**src/rtl/alu_arbiter.sv**
```systemverilog
// alu_arbiter: shares a single combinational ALU between two requesters.
// Requests are granted round-robin. Operands and command are registered toward
// the ALU and held for EXEC_CYCLES clocks. The result is then captured and
// returned on the owner's valid/ready response channel.
module alu_arbiter #(
    parameter int unsigned EXEC_CYCLES = 1
) (
    input  logic        clock,
    input  logic        resetn,

    input  logic        req0_valid,
    output logic        req0_ready,
    input  logic [7:0]  req0_a,
    input  logic [7:0]  req0_b,
    input  logic [3:0]  req0_cmd,
    output logic        rsp0_valid,
    input  logic        rsp0_ready,
    output logic [15:0] rsp0_data,

    input  logic        req1_valid,
    output logic        req1_ready,
    input  logic [7:0]  req1_a,
    input  logic [7:0]  req1_b,
    input  logic [3:0]  req1_cmd,
    output logic        rsp1_valid,
    input  logic        rsp1_ready,
    output logic [15:0] rsp1_data,

    output logic [7:0]  alu_a,
    output logic [7:0]  alu_b,
    output logic [3:0]  alu_cmd,
    output logic        alu_oe,
    input  logic [15:0] alu_d,

    output logic        busy
);

    localparam logic [1:0] IDLE = 2'd0;
    localparam logic [1:0] EXEC = 2'd1;
    localparam logic [1:0] RESP = 2'd2;

    localparam logic [3:0] CNT_LOAD = 4'(EXEC_CYCLES - 1);

    logic [1:0] state;
    logic       last_grant;
    logic       owner;
    logic [3:0] cnt;

    logic       grant0;
    logic       grant1;
    logic       accept0;
    logic       accept1;
    logic       owner_rsp_ready;

    // Round-robin grant: a lone requester wins; on a tie the one not served last wins.
    always_comb begin
        grant0 = 1'b0;
        grant1 = 1'b0;
        if (req0_valid && req1_valid) begin
            grant0 = last_grant;
            grant1 = !last_grant;
        end else begin
            grant0 = req0_valid;
            grant1 = req1_valid;
        end
    end

    // Requests are only accepted while idle; at most one ready can be high.
    always_comb begin
        req0_ready      = grant0 && (state == IDLE);
        req1_ready      = grant1 && (state == IDLE);
        accept0         = req0_ready && req0_valid;
        accept1         = req1_ready && req1_valid;
        owner_rsp_ready = owner ? rsp1_ready : rsp0_ready;
        busy            = (state != IDLE);
    end

    // Control FSM: accept, hold ALU inputs for the settle window, then respond.
    always_ff @(posedge clock or negedge resetn) begin
        if (!resetn) begin
            state      <= IDLE;
            last_grant <= 1'b1;
            owner      <= 1'b0;
            cnt        <= '0;
            alu_a      <= '0;
            alu_b      <= '0;
            alu_cmd    <= '0;
            alu_oe     <= 1'b0;
            rsp0_valid <= 1'b0;
            rsp1_valid <= 1'b0;
            rsp0_data  <= '0;
            rsp1_data  <= '0;
        end else begin
            case (state)
                IDLE: begin
                    if (accept0) begin
                        alu_a      <= req0_a;
                        alu_b      <= req0_b;
                        alu_cmd    <= req0_cmd;
                        alu_oe     <= 1'b1;
                        cnt        <= CNT_LOAD;
                        owner      <= 1'b0;
                        last_grant <= 1'b0;
                        state      <= EXEC;
                    end else if (accept1) begin
                        alu_a      <= req1_a;
                        alu_b      <= req1_b;
                        alu_cmd    <= req1_cmd;
                        alu_oe     <= 1'b1;
                        cnt        <= CNT_LOAD;
                        owner      <= 1'b1;
                        last_grant <= 1'b1;
                        state      <= EXEC;
                    end
                end
                EXEC: begin
                    if (cnt == 4'd0) begin
                        if (owner) begin
                            rsp1_data  <= alu_d;
                            rsp1_valid <= 1'b1;
                        end else begin
                            rsp0_data  <= alu_d;
                            rsp0_valid <= 1'b1;
                        end
                        alu_oe <= 1'b0;
                        state  <= RESP;
                    end else begin
                        cnt <= cnt - 4'd1;
                    end
                end
                RESP: begin
                    if (owner_rsp_ready) begin
                        rsp0_valid <= 1'b0;
                        rsp1_valid <= 1'b0;
                        state      <= IDLE;
                    end
                end
                default: begin
                    alu_oe     <= 1'b0;
                    rsp0_valid <= 1'b0;
                    rsp1_valid <= 1'b0;
                    state      <= IDLE;
                end
            endcase
        end
    end

endmodule

```
**config.mk**
```make
export PLATFORM = sky130hd
export DESIGN_NAME = alu_arbiter
export DESIGN_NICKNAME = d
export VERILOG_FILES = /design/src/rtl/alu_arbiter.sv
export SDC_FILE = /design/constraint.sdc
export NUM_CORES = 1
export LEC_CHECK = 0
export ABC_AREA = 1
export BUFFER_PORTS_ARGS = -buffer_cell sky130_fd_sc_hd__clkbuf_2
export CAP_MARGIN = 25
export CORE_ASPECT_RATIO = 0.9
export CORE_MARGIN = 3
export CORE_UTILIZATION = 27
export DETAILED_ROUTE_END_ITERATION = 16
export GPL_TIMING_DRIVEN = 0
export PLACE_DENSITY_LB_ADDON = 0.1
export SLEW_MARGIN = 20
export SYNTH_ARGS = -nofsm -noshare
export SYNTH_HDL_FRONTEND = slang
export SYNTH_SLANG_ARGS = --single-unit
export TNS_END_PERCENT = 30
```
**constraint.sdc**
```tcl
create_clock -name clock -period 1.49 [get_ports clock]
set_input_delay 0 -clock clock [delete_from_list [all_inputs] [get_ports clock]]
set_output_delay 0 -clock clock [all_outputs]
set_load 0.01 [all_outputs]
```
==> results_dict.tcl <==
set metrics [dict create \
    status "finished, final reports clean" \
    async_flop_share 1.000 \
    stdcell_count 668 \
    gp_congestion 0.7338 \
    synth_xor_area_frac 0 \
    utilization 0.4559 \
    wl_mm 8.149 \
    post-synth-top-count-cell "nand2_1" \
    grt_util_all_layers 0.1443 \
    cp_slowest_stage_delay_ns 0.40 \
    portBuffers 119 \
    cts_buffers 9 \
    cts.clk_slew.worst_paths_ns 0.06 \
    dr.pass1.iters 4 \
    slowest_stage "dfrtp_1" \
    wire_per_inst_um 12.20 \
    synth_edf_count 0 \
    ys_ff_latch 63 \
    critical-path-top-delay-family "flip-flops" \
    fmax_ghz 0.7062 \
    final_antenna_net_count 0 \
    r2r-start "cnt[0]" \
    start_kind "register" \
    synth-simple-area-share 0.2704 \
    clock-root-buffer "clkbuf_16" \
    path_cells "inv_2 > ha_1 > nand2_2 > inv_2 > nand3_4 > buf_6 > nand2_1 > o21ai_0" \
    period_needed_ns 1.416 \
    hold_violations 0 \
    vias 2779 \
    setup_viol 0 \
    syn_area_um2 2809 \
    holdPathStages 3 \
    grt_overflow 0 \
    criticalPathCategory "register to register" \
    start_util 0.2834 \
    grt_pass1_vias 2851 \
    p_per_area_nw_per_um2 1935 \
    rows 34 \
    synth_fa_ha_area_frac 0.008909 \
    cts_buffer_depth 2 \
    fin_nets 601 \
    areaGrowthSynthToFinish_pct 60.89 \
    routed_via_density 4.160 \
    syn_nets 407 \
    yosysTopAreaCell "dfrtp_1" \
    drc 0 \
    min_path_type "input port to register" \
    ys_seq_area_frac 0.5617 \
    worstHoldStart "req1_valid" \
    clk_latency_ns 0.32 \
    yosys.cell_types.count 23 \
    antenna_found_initial 0 \
    synth_compound_area_frac 0.07973 \
    required_ns 1.68 \
    syn_area_per_cell_um2 8.189 \
    die_h_um 102.8 \
    grt_max_degree 47 \
    r2r_setup_slack_ns 0.07 \
    leakagePower_nw 2.516 \
    core_um2 9912 \
    drt_iter0_drc 67 \
    synthMuxAreaShare 0 \
    reg2reg_to "rsp0_data[7]" \
    yosys.area.top_type_share 0.5523 \
    fp.dieW_um 113.5 \
    synth_top_family_by_area "simple AND/OR/NAND/NOR gates" \
    slew-limit-headroom 0.6877 \
    synth_common_cells "173 x nand2_1, 62 x dfrtp_1, 35 x o21ai_0" \
    min_period_over_period 0.9503 \
    crit_path_frequent_cell "inv_2" \
    syn-instance-count 343 \
    antennaDiodeCount 0 \
    synth_warnings 0 \
    holdPathEnd "last_grant" \
    dieArea_um2 11670 \
    worst_setup_path_end_kind "register" \
    reg2reg_depth 8 \
    synth.area.top_cells "dfrtp_1 55%, nand2_1 23%, o21ai_0 6.2%" \
    ios 120 \
    path_buf_inv 3 \
    cts_max_level 3 \
    drive_above_1_share 0.3118 \
    power_mw 8.747 \
    cp_max_fo 10 \
    cap_violations 0 \
    worst_pin_slew_ns 0.4685 \
    cp.arrival_ns 1.61 \
    dp_hpwl_mm 5.507 \
    skew_ns 0.007121 \
    grt_pass1_wl_mm 13.33 \
    slew_violations 0 \
    clkSinkCount 63 \
    ir_drop_mv 0.6254 \
    rsz0062_at_grt "yes" \
    dp_cells 589 \
    ys.flop_type "dfrtp_1" \
    cts_tree "built" \
]
kinds of logic (layout without fill, tap and decap cells):
kind of cell | Yosys count | in the layout
flip-flops | 63 | 63
adder cells (fa/ha/maj) | 2 | 2
buffers and inverters | 45 | 244
AND/OR/NAND/NOR | 190 | 190
AO/OA/AOI/OAI | 43 | 43
through the flow:
| stage | instance area [um2] | worst slack [ns] | hold slack (ns) | setup TNS, ns |
|---|---|---|---|---|
| after detailed placement | 3592 | 0.008387 | -0.06200 | 0 |
| after floorplan | 2809 | 0.2079 | -0.2956 | 0 |
| after global placement | 3562 | -0.08904 | 0.2589 | -5.223 |
| final | 4519 | 0.07404 | 0.03121 | 0 |
| after CTS | 4482 | 0.01289 | 0.02147 | 0 |
| after global routing | 4519 | -0.03092 | 0.04607 | -0.2697 |
power by group:
| part | leakage, nW | total [mW] | internal [mW] | switching (mW) |
|---|---|---|---|---|
| Combinational | 1.61 | 3.65 | 1.52 | 2.14 |
| Clock | 0.134 | 2.05 | 1.29 | 0.762 |
| Sequential | 0.773 | 3.04 | 2.56 | 0.479 |
final cells by class:
cell class              count  area [um2]
clock inverters             7       73.82
multi-input cells         235        1008
fillers                   969        5393
repair buffers            183        1246
flip-flops and latches     63        1578
well taps                 126       157.7
inverters                  31       116.4
plain buffers              14       113.9
clock buffers               9       225.2
worst reg2reg max path: cells and delay by family (launching register included):
family / cells / cell delay (ns)
buf+inv: 3 / 0.38
simple gates: 3 / 0.27
fa+ha+maj: 1 / 0.17
flops: 1 / 0.40
compound gates: 1 / 0.08
worst max path at each step:
stage,from,endpoint,depth (start not counted)
floorplan,cnt[0],rsp1_data[10],8
global placement,resetn,alu_b[5],1
detailed placement,cnt[0],rsp1_data[4],8
CTS,state[0],req0_ready,5
global route,cnt[0],rsp1_data[6],8
finish,cnt[0],rsp0_data[7],8
layout by cell type, fill, tap and decap left out:
cell type        n
buf_16           1
buf_2            4
buf_4            5
buf_6            7
bufinv_16        1
clkbuf_1         2
clkbuf_16        9
clkbuf_2       118
clkbuf_4         1
clkinv_2         1
clkinv_4         1
clkinvlp_4       4
dfrtp_1         62
dfstp_2          1
dlygate4sd3_1   59
ha_1             2
inv_1           25
inv_2            6
nand2_1        173
nand2_2          4
nand3_1          3
nand3_2          1
nand3_4          1
nor2_1           5
nor2_2           1
nor2_4           1
o211ai_1         1
o21ai_0         32
o21ai_1          7
o21ai_2          1
o22ai_1          2
or2_2            1
per-layer routing:
metal | up-vias | GRT usage | part of all wire
met4 | 0 | 0.04806 | 0.014
li1 | 1437 | - | -
met3 | 10 | 0.04871 | 0.066
met5 | - | 0 | 0
met1 | 1254 | 0.1703 | 0.44
met2 | 78 | 0.2485 | 0.48
state kept, by name, summed over array words and instances (netlist names):
| signal | cells |
|---|---|
| rsp0_data | 16 |
| rsp1_data | 16 |
| alu_a | 8 |
| alu_b | 8 |
| alu_cmd | 4 |
| cnt | 4 |
| state | 2 |
| alu_oe | 1 |
| last_grant | 1 |
| owner | 1 |
| rsp0_valid | 1 |
| rsp1_valid | 1 |
what timing repair did:
item | CTS | global route
setup buffers | 0 | 4
hold endpoints to repair | 115 | 0
gates cloned | 0 | 0
setup endpoints to repair | 4 | 26
resized for setup | 1 | 6
pin swaps | 0 | 1
hold buffers | 59 | 0
Power figures use the tool's default switching activity.
